<file path="src/rtl/ws2811_pkg.sv">
// Shared types and helpers for the ws2811 LED driver and its frame controller.
// Latency: n/a (types, constants and a combinational scaling helper only).
// Backpressure: n/a.
package ws2811_pkg;

  localparam int COLOR_WIDTH     = 8;
  localparam int FRAME_CNT_WIDTH = 16;
  localparam int PROD_WIDTH      = 2 * COLOR_WIDTH;

  // One pixel as the driver shifts it out: red, green, blue.
  typedef struct packed {
    logic [COLOR_WIDTH-1:0] r;
    logic [COLOR_WIDTH-1:0] g;
    logic [COLOR_WIDTH-1:0] b;
  } pixel_t;

  // (c * (b + 1)) >> 8. The +1 makes b = 255 an exact identity, and the
  // full-scale product 255 * 256 still fits in PROD_WIDTH bits.
  function automatic logic [COLOR_WIDTH-1:0] scale_chan(
    input logic [COLOR_WIDTH-1:0] c,
    input logic [COLOR_WIDTH-1:0] b
  );
    logic [PROD_WIDTH-1:0] prod;
    prod = {{COLOR_WIDTH{1'b0}}, c} * ({{COLOR_WIDTH{1'b0}}, b} + PROD_WIDTH'(1));
    return prod[PROD_WIDTH-1:COLOR_WIDTH];
  endfunction

endpackage

</file>
<file path="src/rtl/ws2811_color_scale.sv">
// Registered 3-channel brightness scaler: out = (c * (bright + 1)) >> 8.
// Latency: 1 cycle, input pixel to registered output.
// Backpressure: none, it accepts a new pixel every cycle.
//
// Ports:
//   clk, reset         : clock and synchronous active-low reset (outputs clear to 0)
//   r_i, g_i, b_i      : unscaled pixel color
//   bright_i           : brightness factor, 255 is identity
//   red_o/green_o/blue_o : scaled, registered color
module ws2811_color_scale
  import ws2811_pkg::*;
(
  input  logic                   clk,
  input  logic                   reset,
  input  logic [COLOR_WIDTH-1:0] r_i,
  input  logic [COLOR_WIDTH-1:0] g_i,
  input  logic [COLOR_WIDTH-1:0] b_i,
  input  logic [COLOR_WIDTH-1:0] bright_i,
  output logic [COLOR_WIDTH-1:0] red_o,
  output logic [COLOR_WIDTH-1:0] green_o,
  output logic [COLOR_WIDTH-1:0] blue_o
);

  pixel_t out_q, out_d;

  always_comb begin
    out_d   = '0;
    out_d.r = scale_chan(r_i, bright_i);
    out_d.g = scale_chan(g_i, bright_i);
    out_d.b = scale_chan(b_i, bright_i);
  end

  always_ff @(posedge clk) begin
    if (!reset) begin
      out_q <= '0;
    end else begin
      out_q <= out_d;
    end
  end

  assign red_o   = out_q.r;
  assign green_o = out_q.g;
  assign blue_o  = out_q.b;

endmodule

</file>
<file path="src/rtl/ws2811_frame_ctrl.sv">
// Double-buffered pixel store for the ws2811 driver; swaps banks only at a frame boundary.
// Latency: 2 cycles from driver address to scaled color; wr_err/swap_done are 1-cycle registered pulses.
// Backpressure: wr_ready and commit_ready both drop while a committed swap waits for the next boundary.
//
// Ports:
//   clk, reset                 : clock and synchronous active-low reset
//   address                    : pixel index requested by the driver
//   red_out/green_out/blue_out : front-bank color scaled by the latched brightness
//   wr_valid/wr_ready          : host write handshake; wr_addr + wr_red/green/blue go to the back bank
//   wr_err                     : pulse after an accepted write whose address was out of range
//   commit/commit_ready        : request a bank swap at the next frame boundary
//   brightness                 : global brightness, latched once per frame
//   swap_done                  : pulse after the banks swapped
//   frame_count                : number of frame boundaries seen, wraps
module ws2811_frame_ctrl
  import ws2811_pkg::*;
#(
  parameter int NUM_LEDS   = 8,
  parameter int ADDR_WIDTH = $clog2(NUM_LEDS)
) (
  input  logic                       clk,
  input  logic                       reset,
  input  logic [ADDR_WIDTH-1:0]      address,
  output logic [COLOR_WIDTH-1:0]     red_out,
  output logic [COLOR_WIDTH-1:0]     green_out,
  output logic [COLOR_WIDTH-1:0]     blue_out,
  input  logic                       wr_valid,
  output logic                       wr_ready,
  input  logic [ADDR_WIDTH-1:0]      wr_addr,
  input  logic [COLOR_WIDTH-1:0]     wr_red,
  input  logic [COLOR_WIDTH-1:0]     wr_green,
  input  logic [COLOR_WIDTH-1:0]     wr_blue,
  output logic                       wr_err,
  input  logic                       commit,
  output logic                       commit_ready,
  input  logic [COLOR_WIDTH-1:0]     brightness,
  output logic                       swap_done,
  output logic [FRAME_CNT_WIDTH-1:0] frame_count
);

  localparam int IDX_W = $clog2(NUM_LEDS);
  // Range limits widened by one bit so NUM_LEDS itself is representable.
  localparam logic [ADDR_WIDTH:0] NUM_W  = (ADDR_WIDTH + 1)'(NUM_LEDS);
  localparam logic [ADDR_WIDTH:0] LAST_W = (ADDR_WIDTH + 1)'(NUM_LEDS - 1);

  pixel_t bank0_q [NUM_LEDS];
  pixel_t bank1_q [NUM_LEDS];

  logic [ADDR_WIDTH-1:0]      addr_q;
  logic                       front_sel_q, front_sel_d;
  logic                       swap_pending_q, swap_pending_d;
  logic [COLOR_WIDTH-1:0]     bright_q, bright_d;
  logic [FRAME_CNT_WIDTH-1:0] frame_cnt_q, frame_cnt_d;
  logic                       wr_err_q, wr_err_d;
  logic                       swap_done_q, swap_done_d;

  logic   boundary;
  logic   wr_acc;
  logic   cmt_acc;
  logic   wr_in_range;
  logic   rd_in_range;
  pixel_t wr_pix;
  pixel_t rd_pix;

  assign wr_ready     = !swap_pending_q;
  assign commit_ready = !swap_pending_q;
  assign wr_acc       = wr_valid && wr_ready;
  assign cmt_acc      = commit && commit_ready;
  assign wr_in_range  = ({1'b0, wr_addr} < NUM_W);
  assign rd_in_range  = ({1'b0, addr_q} < NUM_W);

  // The driver wraps from the last pixel back to 0 exactly once per frame.
  assign boundary = ({1'b0, addr_q} == LAST_W) && (address == '0);

  assign wr_pix = {wr_red, wr_green, wr_blue};

  always_comb begin
    front_sel_d    = front_sel_q;
    swap_pending_d = swap_pending_q;
    bright_d       = bright_q;
    frame_cnt_d    = frame_cnt_q;
    swap_done_d    = 1'b0;
    wr_err_d       = wr_acc && !wr_in_range;
    if (boundary) begin
      frame_cnt_d = frame_cnt_q + FRAME_CNT_WIDTH'(1);
      bright_d    = brightness;
      // Only a commit that was already pending swaps here; a commit taken
      // in this same cycle is left pending for the following boundary.
      if (swap_pending_q) begin
        front_sel_d    = !front_sel_q;
        swap_pending_d = 1'b0;
        swap_done_d    = 1'b1;
      end
    end
    // commit_ready is low while pending, so this never collides with the clear above.
    if (cmt_acc) begin
      swap_pending_d = 1'b1;
    end
  end

  always_ff @(posedge clk) begin
    if (!reset) begin
      addr_q         <= '0;
      front_sel_q    <= 1'b0;
      swap_pending_q <= 1'b0;
      bright_q       <= '1;
      frame_cnt_q    <= '0;
      wr_err_q       <= 1'b0;
      swap_done_q    <= 1'b0;
    end else begin
      addr_q         <= address;
      front_sel_q    <= front_sel_d;
      swap_pending_q <= swap_pending_d;
      bright_q       <= bright_d;
      frame_cnt_q    <= frame_cnt_d;
      wr_err_q       <= wr_err_d;
      swap_done_q    <= swap_done_d;
    end
  end

  // Banks are never cleared; writes always land in the bank the driver is not reading.
  always_ff @(posedge clk) begin
    if (reset && wr_acc && wr_in_range) begin
      if (front_sel_q) begin
        bank0_q[wr_addr[IDX_W-1:0]] <= wr_pix;
      end else begin
        bank1_q[wr_addr[IDX_W-1:0]] <= wr_pix;
      end
    end
  end

  // Read uses the already-updated front_sel, so address 0 after a swap sees the new frame.
  always_comb begin
    rd_pix = '0;
    if (rd_in_range) begin
      rd_pix = front_sel_q ? bank1_q[addr_q[IDX_W-1:0]] : bank0_q[addr_q[IDX_W-1:0]];
    end
  end

  ws2811_color_scale u_scale (
    .clk      (clk),
    .reset    (reset),
    .r_i      (rd_pix.r),
    .g_i      (rd_pix.g),
    .b_i      (rd_pix.b),
    .bright_i (bright_q),
    .red_o    (red_out),
    .green_o  (green_out),
    .blue_o   (blue_out)
  );

  assign wr_err      = wr_err_q;
  assign swap_done   = swap_done_q;
  assign frame_count = frame_cnt_q;

endmodule

</file>
<file path="config.mk">
export PLATFORM = sky130hd
export DESIGN_NAME = ws2811_frame_ctrl
export DESIGN_NICKNAME = d
export VERILOG_FILES = /design/src/rtl/ws2811_pkg.sv /design/src/rtl/ws2811_color_scale.sv /design/src/rtl/ws2811_frame_ctrl.sv
export SDC_FILE = /design/constraint.sdc
export NUM_CORES = 1
export LEC_CHECK = 0
export CORE_MARGIN = 1
export CORE_UTILIZATION = 50
export CTS_CLUSTER_DIAMETER = 150
export DETAILED_ROUTE_END_ITERATION = 10
export PLACE_DENSITY = 0.68
export SLEW_MARGIN = 20
export SYNTH_ARGS = -nofsm -noshare
export SYNTH_HDL_FRONTEND = slang
export SYNTH_SLANG_ARGS = --single-unit
</file>
<file path="constraint.sdc">
create_clock -name clk -period 10.6 [get_ports clk]
set_input_delay 1.59 -clock clk [delete_from_list [all_inputs] [get_ports clk]]
set_output_delay 1.59 -clock clk [all_outputs]
set_load 0.005 [all_outputs]
</file>
==> run summary <==
result of the run -> finished, final reports clean
maximum fanout along the worst path -> 72
most common cell after layout, fill and taps aside -> sky130_fd_sc_hd__edfxtp_1
Worst Hold Class -> flip-flop to flip-flop
number of synthesis warnings -> 0
register clock-pin slew on the reported worst setup and hold paths -> 0.07 ns
transition time at the pin with the least slew margin -> 1.19 ns
gate count of the mapped netlist -> 1683
number of maximum-capacitance constraint violations -> 0
start-to-end type of the worst setup path -> flip-flop to flip-flop
routability cong. -> 0.905
DIE AREA -> 47200 um^2
Unique masters post-synth -> 70
switching power share of the total -> 0.233
number of buffers inserted during clock tree synthesis -> 44
synth-to-layout area growth -> 12.5%
deepest level of the CTS H-tree -> 2
Synth Register Bits -> 438
nature of the critical path startpoint -> flip-flop
post-layout minimum cycle time -> 6.85 ns
total I/O pin count -> 86
syn_area_per_cell -> 13.8 um^2
cts hold-fix bufs -> 0
syn nets -> 1943
total global-route track usage -> 0.242
leakage power total -> 9.83 nW
sink count of the clock tree -> 438
initial standard-cell utilization of the core -> 0.508
cell-internal power -> 0.00279 W
Net Sw Power -> 0.000847 W
buffer type at the clock tree root -> sky130_fd_sc_hd__clkbuf_16
standard cell core area -> 45600 um^2
endpoint required time on the critical path -> 11.11 ns
clk_lat worst skew -> 0.59 ns
post-detailed-route count of antenna-violating nets -> 0
detailed-route vias per instance -> 5.90
Post-DP HPWL -> 35.9 mm
post-synth design cell area -> 23200 um^2
detailed-routing iteration count for the pre-antenna-repair pass -> 6
initial antenna violation count -> 1
total number of placement rows -> 78
RSZ-0062 raised after global routing -> no
Total Nets Final -> 2037
CTS tree -> built
post-CTS setup buffers -> 0
floorplan die width -> 217 um
number of DRC violations after detailed-routing iteration 0 -> 1222
vias in the first global route -> 14500
DRC viols -> 0
Critical Path End Type -> flip-flop
proportion of register bits with asynchronous set or reset after synthesis -> 0
combinational group share of total power -> 0.087
Top FF cell, synth -> sky130_fd_sc_hd__edfxtp_1
share of post-route cells with drive strength above 1 -> 0.100
maximum count of clock buffers along a single path -> 3
critical path arrival -> 7.36 ns
Max IR drop VDD -> 124 uV
vias after detailed routing -> 14200
maximum number of pins on one net before global-route repair -> 73
max-slew violation count -> 0
portion of the clock cycle consumed by the worst path in the final layout -> 0.646
total power -> 0.00364 W
tightest slew margin relative to the limit -> 0.205
wire length after detailed routing -> 55.8 mm
achievable frequency -> 146 MHz
fin util -> 0.572
wire length of the first global-routing pass -> 85.0 mm
count of endpoints failing setup in the final report -> 0
proportion of synthesized chip area in sequential cells -> 0.544
EDFF count, synth -> 384
proportion of power drawn by flip-flops and latches -> 0.524
part of the total power dissipated in the clock network -> 0.389
commonest cells after routing, fill and taps aside -> 384 x sky130_fd_sc_hd__edfxtp_1, 162 x sky130_fd_sc_hd__inv_1, 120 x sky130_fd_sc_hd__fa_1
Power Dens Cells -> 139 nW/um^2
clock skew after layout -> 0.0151 ns
chip height -> 217 um
final-report hold violation count -> 0
routed wirelength normalized by instance count -> 23.1 um
PortBufs -> 84
residual overflow from global routing -> 0
Gates resized, CTS repair -> 0
setup_tns -> 0 ns
[sequential cells by signal (all words and copies together) (netlist names), 3 cells and up]
register,cells
bank0_q,192
bank1_q,192
frame_count,16
bright_q,8
u_scale.blue_o,8
u_scale.green_o,8
u_scale.red_o,8
addr_q,3
[logic make-up (layout without fill, tap and decap cells)]
family                   count (synthesis)  after routing  synth area share
flip-flops                             438            438             0.544
AND/OR/NAND/NOR                        335            335            0.0670
AO/OA/AOI/OAI                          262            262            0.0731
buffers and inverters                  229            354            0.0419
adder cells (fa/ha/maj)                218            218             0.157
multiplexers                           153            153            0.0990
XOR/XNOR                                47             47            0.0178
other                                    1              2          0.000162
[critical path, stage by stage, from the launching register on]
cell and delay (ns):
sky130_fd_sc_hd__dfxtp_4 0.81, sky130_fd_sc_hd__buf_12 0.46, sky130_fd_sc_hd__mux4_2 0.57, sky130_fd_sc_hd__a22oi_1 0.93, sky130_fd_sc_hd__a21oi_1 0.20, sky130_fd_sc_hd__fa_1 0.45, sky130_fd_sc_hd__inv_1 0.08, sky130_fd_sc_hd__fa_1 0.45
sky130_fd_sc_hd__fa_1 0.50, sky130_fd_sc_hd__fa_1 0.49, sky130_fd_sc_hd__inv_1 0.04, sky130_fd_sc_hd__ha_1 0.32, sky130_fd_sc_hd__a21o_1 0.17, sky130_fd_sc_hd__a21o_1 0.18, sky130_fd_sc_hd__a21oi_1 0.22, sky130_fd_sc_hd__o211ai_2 0.20
sky130_fd_sc_hd__a2111oi_0 0.38, sky130_fd_sc_hd__o21bai_1 0.16
[power groups by stage]
stage | combinational (W) | clock, W | sequential, W
3_3_place_gp | 0.000308 | 0 | 0.00194
6_report | 0.000316 | 0.00141 | 0.00191
2_1_floorplan | 0.000195 | 0 | 0.00193
3_5_place_dp | 0.000314 | 0 | 0.00194
5_1_grt | 0.000346 | 0.00150 | 0.00191
4_1_cts | 0.000316 | 0.00144 | 0.00191
[per-stage QoR]
step	cell area (um^2)	cells	setup slack, ns	hold slack (ns)
2_1_floorplan	23200	1683	4.63	0.458
3_3_place_gp	24700	2330	3.91	0.477
3_5_place_dp	24700	2330	3.83	0.484
4_1_cts	26000	2407	3.81	0.498
5_1_grt	26100	2408	3.48	0.523
6_report	26100	2409	3.75	0.500
[worst paths after layout]
check	cells past startpoint	startpoint	endpoint	slack [ns]
max	17	addr_q[0]	u_scale.red_o[7]	3.75
min	1	swap_pending_q	swap_pending_q	0.50
max reg2reg	17	addr_q[0]	u_scale.red_o[7]	3.75
min reg2reg	1	swap_pending_q	swap_pending_q	0.50
[per-layer routing]
| layer | wire, um | track usage | share of wire | vias up |
|---|---|---|---|---|
| met5 | 0 | 0 | 0 | - |
| met4 | 1930 | 0.0979 | 0.035 | 0 |
| met3 | 3860 | 0.0444 | 0.069 | 134 |
| met2 | 27000 | 0.401 | 0.48 | 539 |
| met1 | 23000 | 0.316 | 0.41 | 7241 |
| li1 | - | - | - | 6311 |
[Yosys cell counts (8+ instances only)]
cell type | instances | area (um^2)
sky130_fd_sc_hd__o21ai_1 | 13 | 65.1
sky130_fd_sc_hd__o21a_1 | 8 | 60.1
sky130_fd_sc_hd__xnor2_1 | 32 | 280
sky130_fd_sc_hd__dfxtp_1 | 54 | 1080
sky130_fd_sc_hd__nand3_1 | 32 | 160
sky130_fd_sc_hd__inv_1 | 162 | 608
sky130_fd_sc_hd__mux2i_1 | 91 | 911
sky130_fd_sc_hd__ha_1 | 98 | 1230
sky130_fd_sc_hd__a21oi_1 | 116 | 581
sky130_fd_sc_hd__mux4_2 | 59 | 1330
sky130_fd_sc_hd__a22oi_1 | 16 | 120
sky130_fd_sc_hd__a21o_1 | 16 | 120
sky130_fd_sc_hd__buf_2 | 9 | 45.0
sky130_fd_sc_hd__fa_1 | 120 | 2400
sky130_fd_sc_hd__buf_4 | 11 | 82.6
sky130_fd_sc_hd__or2_2 | 8 | 50.1
sky130_fd_sc_hd__nand2b_1 | 18 | 113
sky130_fd_sc_hd__nor2b_1 | 8 | 50.1
sky130_fd_sc_hd__a221oi_1 | 32 | 280
sky130_fd_sc_hd__nand2_1 | 96 | 360
sky130_fd_sc_hd__xor2_1 | 15 | 131
sky130_fd_sc_hd__edfxtp_1 | 384 | 11500
sky130_fd_sc_hd__clkbuf_1 | 38 | 143
sky130_fd_sc_hd__nor3_1 | 15 | 75.1
sky130_fd_sc_hd__nor2_1 | 112 | 420
sky130_fd_sc_hd__and2_1 | 9 | 56.3
sky130_fd_sc_hd__o21ai_0 | 18 | 90.1
sky130_fd_sc_hd__and3_1 | 8 | 50.1
[final cells by class]
type,count,area (um^2)
diodes,1,2.50
clock buffers,54,1140
clock inverters,23,150
fillers,3578,19500
inverters,164,616
multi-input cells,1016,9700
flip-flops and latches,438,12600
well taps,600,751
repair buffers,113,1090
No activity file was read; power rests on OpenSTA's default activity.
